### config.mk
export PLATFORM = sky130hd
export DESIGN_NAME = uart_tx_fifo
export DESIGN_NICKNAME = d
export VERILOG_FILES = /design/src/rtl/uart_tx_fifo.sv
export SDC_FILE = /design/constraint.sdc
export NUM_CORES = 1
export LEC_CHECK = 0
export CAP_MARGIN = 20
export CORE_UTILIZATION = 35
export CTS_CLUSTER_DIAMETER = 40
export CTS_CLUSTER_SIZE = 12
export DETAILED_ROUTE_END_ITERATION = 8
export DONT_BUFFER_PORTS = 1
export GPL_TIMING_DRIVEN = 1
export SLEW_MARGIN = 0
export SYNTH_ARGS = -nofsm -noshare
export SYNTH_HDL_FRONTEND = slang
export SYNTH_SLANG_ARGS = --single-unit
### constraint.sdc
create_clock -name clk -period 3.1 [get_ports clk]
set_input_delay 0.62 -clock clk [delete_from_list [all_inputs] [get_ports clk]]
set_output_delay 0.62 -clock clk [all_outputs]
set_load 0.02 [all_outputs]
### src/rtl/uart_tx_fifo.sv
// UART transmitter with configurable frame (data width, parity, stop bits) and an
// internal byte FIFO; frames leave back-to-back while data is queued.
module uart_tx_fifo #(
    parameter int DATA_BITS  = 8,
    parameter int FIFO_DEPTH = 4,
    parameter int DIV_W      = 16
) (
    input  logic                             clk,
    input  logic                             reset,
    input  logic [DIV_W-1:0]                 baud_div,
    input  logic                             parity_en,
    input  logic                             parity_odd,
    input  logic                             two_stop,
    input  logic                             wr_en,
    input  logic [DATA_BITS-1:0]             wr_data,
    output logic                             full,
    output logic [$clog2(FIFO_DEPTH+1)-1:0]  fifo_count,
    output logic                             overflow,
    output logic                             busy,
    output logic                             TxD
);
    localparam int AW = $clog2(FIFO_DEPTH);
    localparam int CW = $clog2(FIFO_DEPTH + 1);
    localparam int BW = $clog2(DATA_BITS);

    typedef enum logic [2:0] {IDLE, START, DATA, PARITY, STOP} state_t;

    state_t               state, state_n;
    logic [DATA_BITS-1:0] mem [FIFO_DEPTH];
    logic [AW-1:0]        rd_ptr, wr_ptr;
    logic [DATA_BITS-1:0] shreg;
    logic [DIV_W-1:0]     cnt, div_l;
    logic [BW-1:0]        bit_idx;
    logic                 stop_idx, par_en_l, two_stop_l, par_bit;
    logic                 empty, wr_ok, pop, tick, txd_n;

    // Divisors below 2 are stretched to a two-cycle bit.
    function automatic logic [DIV_W-1:0] reload(input logic [DIV_W-1:0] div);
        return (div < DIV_W'(2)) ? DIV_W'(1) : div - DIV_W'(1);
    endfunction

    function automatic logic frame_parity(input logic [DATA_BITS-1:0] d, input logic odd);
        return (^d) ^ odd;
    endfunction

    assign empty = (fifo_count == '0);
    assign full  = (fifo_count == CW'(FIFO_DEPTH));
    assign wr_ok = wr_en && !full;
    assign tick  = (cnt == '0);

    always_comb begin
        state_n = state;
        pop     = 1'b0;
        case (state)
            IDLE: begin
                if (!empty) begin
                    pop     = 1'b1;
                    state_n = START;
                end
            end
            START:  if (tick) state_n = DATA;
            DATA:   if (tick && bit_idx == BW'(DATA_BITS - 1)) state_n = par_en_l ? PARITY : STOP;
            PARITY: if (tick) state_n = STOP;
            STOP: begin
                // The last stop tick chains straight into the next queued frame.
                if (tick && (stop_idx || !two_stop_l)) begin
                    if (!empty) begin
                        pop     = 1'b1;
                        state_n = START;
                    end else begin
                        state_n = IDLE;
                    end
                end
            end
            default: state_n = IDLE;
        endcase
    end

    always_comb begin
        busy  = (state != IDLE);
        txd_n = 1'b1;
        case (state)
            START:   txd_n = 1'b0;
            DATA:    txd_n = shreg[0];
            PARITY:  txd_n = par_bit;
            default: txd_n = 1'b1;
        endcase
    end

    always_ff @(posedge clk) begin
        if (reset) begin
            state      <= IDLE;
            TxD        <= 1'b1;
            cnt        <= '0;
            bit_idx    <= '0;
            stop_idx   <= 1'b0;
            div_l      <= '0;
            par_en_l   <= 1'b0;
            two_stop_l <= 1'b0;
            rd_ptr     <= '0;
            wr_ptr     <= '0;
            fifo_count <= '0;
            overflow   <= 1'b0;
        end else begin
            state <= state_n;
            TxD   <= txd_n;
            if (pop)
                cnt <= reload(baud_div);
            else if (state != IDLE)
                cnt <= tick ? reload(div_l) : cnt - DIV_W'(1);
            if (state == START)
                bit_idx <= '0;
            else if (state == DATA && tick)
                bit_idx <= bit_idx + BW'(1);
            if (state != STOP)
                stop_idx <= 1'b0;
            else if (tick)
                stop_idx <= 1'b1;
            if (pop) begin
                div_l      <= baud_div;
                par_en_l   <= parity_en;
                two_stop_l <= two_stop;
            end
            if (wr_ok) wr_ptr <= wr_ptr + AW'(1);
            if (pop)   rd_ptr <= rd_ptr + AW'(1);
            case ({wr_ok, pop})
                2'b10:   fifo_count <= fifo_count + CW'(1);
                2'b01:   fifo_count <= fifo_count - CW'(1);
                default: fifo_count <= fifo_count;
            endcase
            if (wr_en && full) overflow <= 1'b1;
        end
    end

    always_ff @(posedge clk) begin
        if (wr_ok) mem[wr_ptr] <= wr_data;
        if (pop) begin
            shreg   <= mem[rd_ptr];
            par_bit <= frame_parity(mem[rd_ptr], parity_odd);
        end else if (state == DATA && tick) begin
            shreg <= shreg >> 1;
        end
    end
endmodule

==> run metrics <==
CTS Sinks=93; H-tree levels=3; worst min-delay path class=input pin to flip-flop; CP max FO=5; met2 wire length=4.94 mm; Slew HR=53.5%; Iter 0 DRT Violations=223; Final #Nets=544; top sig layer=met4; clock latency on the worst-skew pair=0.34 ns; max_cap viols=0; Setup Buffers After CTS=0; largest area contributor in the netlist=edfxtp_1; Critical Path RT=3.37 ns; Crit. End Element=flip-flop; DP Cell Count=668; largest net degree at the start of global routing=49; dpl hpwl=7.68 mm; Tot GR Track Use=15.7%; Hold Vio Cnt, Final=0; Final ANT Viol Nets=0; Avg Cell Area, Syn=9.54 um^2; Psw=0.00257 W; Lkg Pwr=1.91 nW; synthesized instance count=511; combinational power share=48.1%; post-synthesis async set-or-reset flop share=0%; Yosys top cell area share=25.3%; Unique masters post-synth=61; first-pass GRT wire length=17.7 mm; share of layout cells above drive strength 1=8.46%; met3 wire length=477 um; DR vias/cell=5.36; sw frac=43.2%; Worst Skew=0.00784 ns; met1 WL=5.00 mm; clock share of power=18.0%; crit path DAT=2.94 ns; Max clock buf depth=2; # IOs=37; PwrDens=1120 mW/mm^2; multi-input logic area=0.00241 mm^2; Final min period=2.66 ns; TritonRoute pass-1 iters=5; Primary FF master, synth=dfxtp_1; die width=120 um; Yosys reg bits=93; cts repair resizes=0; Netlist Area Pre-Place=0.00488 mm^2; kind of critical path=flip-flop to flip-flop; Int Pwr=0.00337 W; initial antenna violation count=0; port buffer count=0; Core Region=0.0134 mm^2; Die H=120 um; VDD IR-drop max=0.707 mV; Least-Margin Pin Slew=0.693 ns; Layout area overhead=8.93%; Worst Setup Start Kind=flip-flop; vias in the first global route=3573; initial core utilization=36.4%; fmax=0.375 GHz; final setup TNS=0 ns; FP Rows=42; Post-synth EDFFs=41; ranking of synthesized cells by area=edfxtp_1, dfxtp_1, nand2_1; DIE AREA=0.0144 mm^2; Final setup viols=0; root buf cell=clkbuf_16; post-cts hold buffer count=0; sequential cell area=0.00227 mm^2; sequential share of the synthesized area=46.6%; Slew Viols, Final=0; slack of the worst reg-to-reg path=0.44 ns; WL/cell=15.5 um; clk slew on worst S/H paths=0.07 ns; final WL=10.6 mm; Synth Net Count=552; GP Congestion=0.891; RSZ-0062 raised after global routing=no; status=finished clean; YS warnings=0; Overflow after GRT=0; Layout Cells excl Fill=684; DRC viols=0; part of the power in registers=33.9%; CTS Buf Count=9; fillers=1344; # diodes=0; CTS tree=yes; period utilization=85.9%; routed vias=3663
## metrics by stage
step | util [%] | setup slack [ns] | area [um^2] | hold WS, ns | power [W]
floorplan | - | 0.293 | 4880 | 0.432 | 0.00428
global placement | 37.5 | 0.535 | 5020 | 0.447 | 0.00483
detailed placement | 37.5 | 0.454 | 5020 | 0.454 | 0.00487
CTS | 39.6 | 0.430 | 5310 | 0.343 | 0.00596
global route | 39.6 | 0.251 | 5310 | 0.335 | 0.00642
finish | 39.6 | 0.436 | 5310 | 0.354 | 0.00594
## power groups by stage
stage	sequential (W)	combinational, W	clock (W)
2_1_floorplan	0.00193	0.00234	0
3_3_place_gp	0.00203	0.00281	0
3_5_place_dp	0.00204	0.00283	0
4_1_cts	0.00202	0.00285	0.00110
5_1_grt	0.00207	0.00321	0.00114
6_report	0.00201	0.00286	0.00107
## sequential cells by signal (all words and copies together), names as in the netlist, named ones only
| signal | cells |
|---|---|
| stop_idx | 1 |
| overflow | 1 |
| par_bit | 1 |
| shreg | 8 |
| wr_ptr | 2 |
| fifo_count | 3 |
| par_en_l | 1 |
| state | 3 |
| bit_idx | 3 |
| two_stop_l | 1 |
| mem | 32 |
| TxD | 1 |
| cnt | 16 |
| div_l | 16 |
| rd_ptr | 2 |
## cell usage in the layout (no fill, tap or decap), types with 5 or more instances in the layout
| cell type | netlist | final |
|---|---|---|
| nand3_1 | 12 | 12 |
| nand4_1 | 5 | 5 |
| mux4_2 | 8 | 8 |
| edfxtp_1 | 41 | 41 |
| buf_4 | 3 | 7 |
| or3_1 | 6 | 6 |
| nor2_1 | 51 | 51 |
| a211oi_1 | 12 | 12 |
| clkbuf_16 | 0 | 9 |
| a21oi_1 | 33 | 33 |
| nor3_1 | 20 | 20 |
| o21ai_0 | 14 | 14 |
| xnor2_1 | 20 | 20 |
| xor2_1 | 26 | 26 |
| ha_1 | 10 | 10 |
| nand2_1 | 80 | 80 |
| a32oi_1 | 7 | 7 |
| inv_1 | 18 | 18 |
| dfxtp_1 | 52 | 52 |
| and2_1 | 6 | 6 |
## final timing paths
kind / start / to / depth (start not counted)
worst max register to register: cnt[0] / fifo_count[2] / 12
worst min-delay path: reset / div_l[11] / 1
worst min register to register: two_stop_l / two_stop_l / 2
worst max-delay path: cnt[0] / fifo_count[2] / 12
## cells by family (layout without fill, tap and decap cells)
kind of cell,after synthesis,after routing,synth area share [%]
flip-flops,93,93,46.6
XOR/XNOR,46,46,8.26
AO/OA/AOI/OAI,93,93,12.4
multiplexers,12,12,4.54
adder cells (fa/ha/maj),11,11,2.98
AND/OR/NAND/NOR,212,212,21.3
buffers and inverters,44,41,3.93
## final cells by class
cell class                 instances  area share, %
inverter                          18           1.27
tap                              176           4.15
clock buffer                       9           4.24
clock inverter                     7           1.15
timing repair buffer               7          0.989
sequential                        93           42.8
multi-input combinational        374           45.4
## Yosys cell counts (3+ instances only)
master and instances:
nand2b_1 3, nor2_1 51, ha_1 10, clkbuf_1 13, o21ai_0 14, buf_4 3
edfxtp_1 41, xnor2_1 20, nand2_1 80, a32oi_1 7, nand4_1 5, nor2b_1 3
a211oi_1 12, a21oi_1 33, nand3_1 12, o31ai_1 4, buf_2 6, mux2i_1 3
xor2_1 26, or3_1 6, nor4_1 4, inv_1 18, buf_1 3, nor3_1 20
mux4_2 8, and2_1 6, dfxtp_1 52
## worst max-delay path: stages, from the launching register on
cell and delay (ns):
dfxtp_1 0.34, inv_1 0.07, ha_1 0.19, nor3b_2 0.36, and4_1 0.27, a21oi_2 0.07, inv_1 0.08, ha_1 0.18
inv_1 0.06, fa_1 0.37, xor2_1 0.16, or3_1 0.31, a21oi_1 0.13
## layer usage
layer  track usage [%]  vias to the layer above
met5                 0                        -
met4              6.48                        0
met3              3.09                       12
met2              24.9                       84
met1              20.8                     1743
li1                  -                     1824
Power figures use the tool's default switching activity.
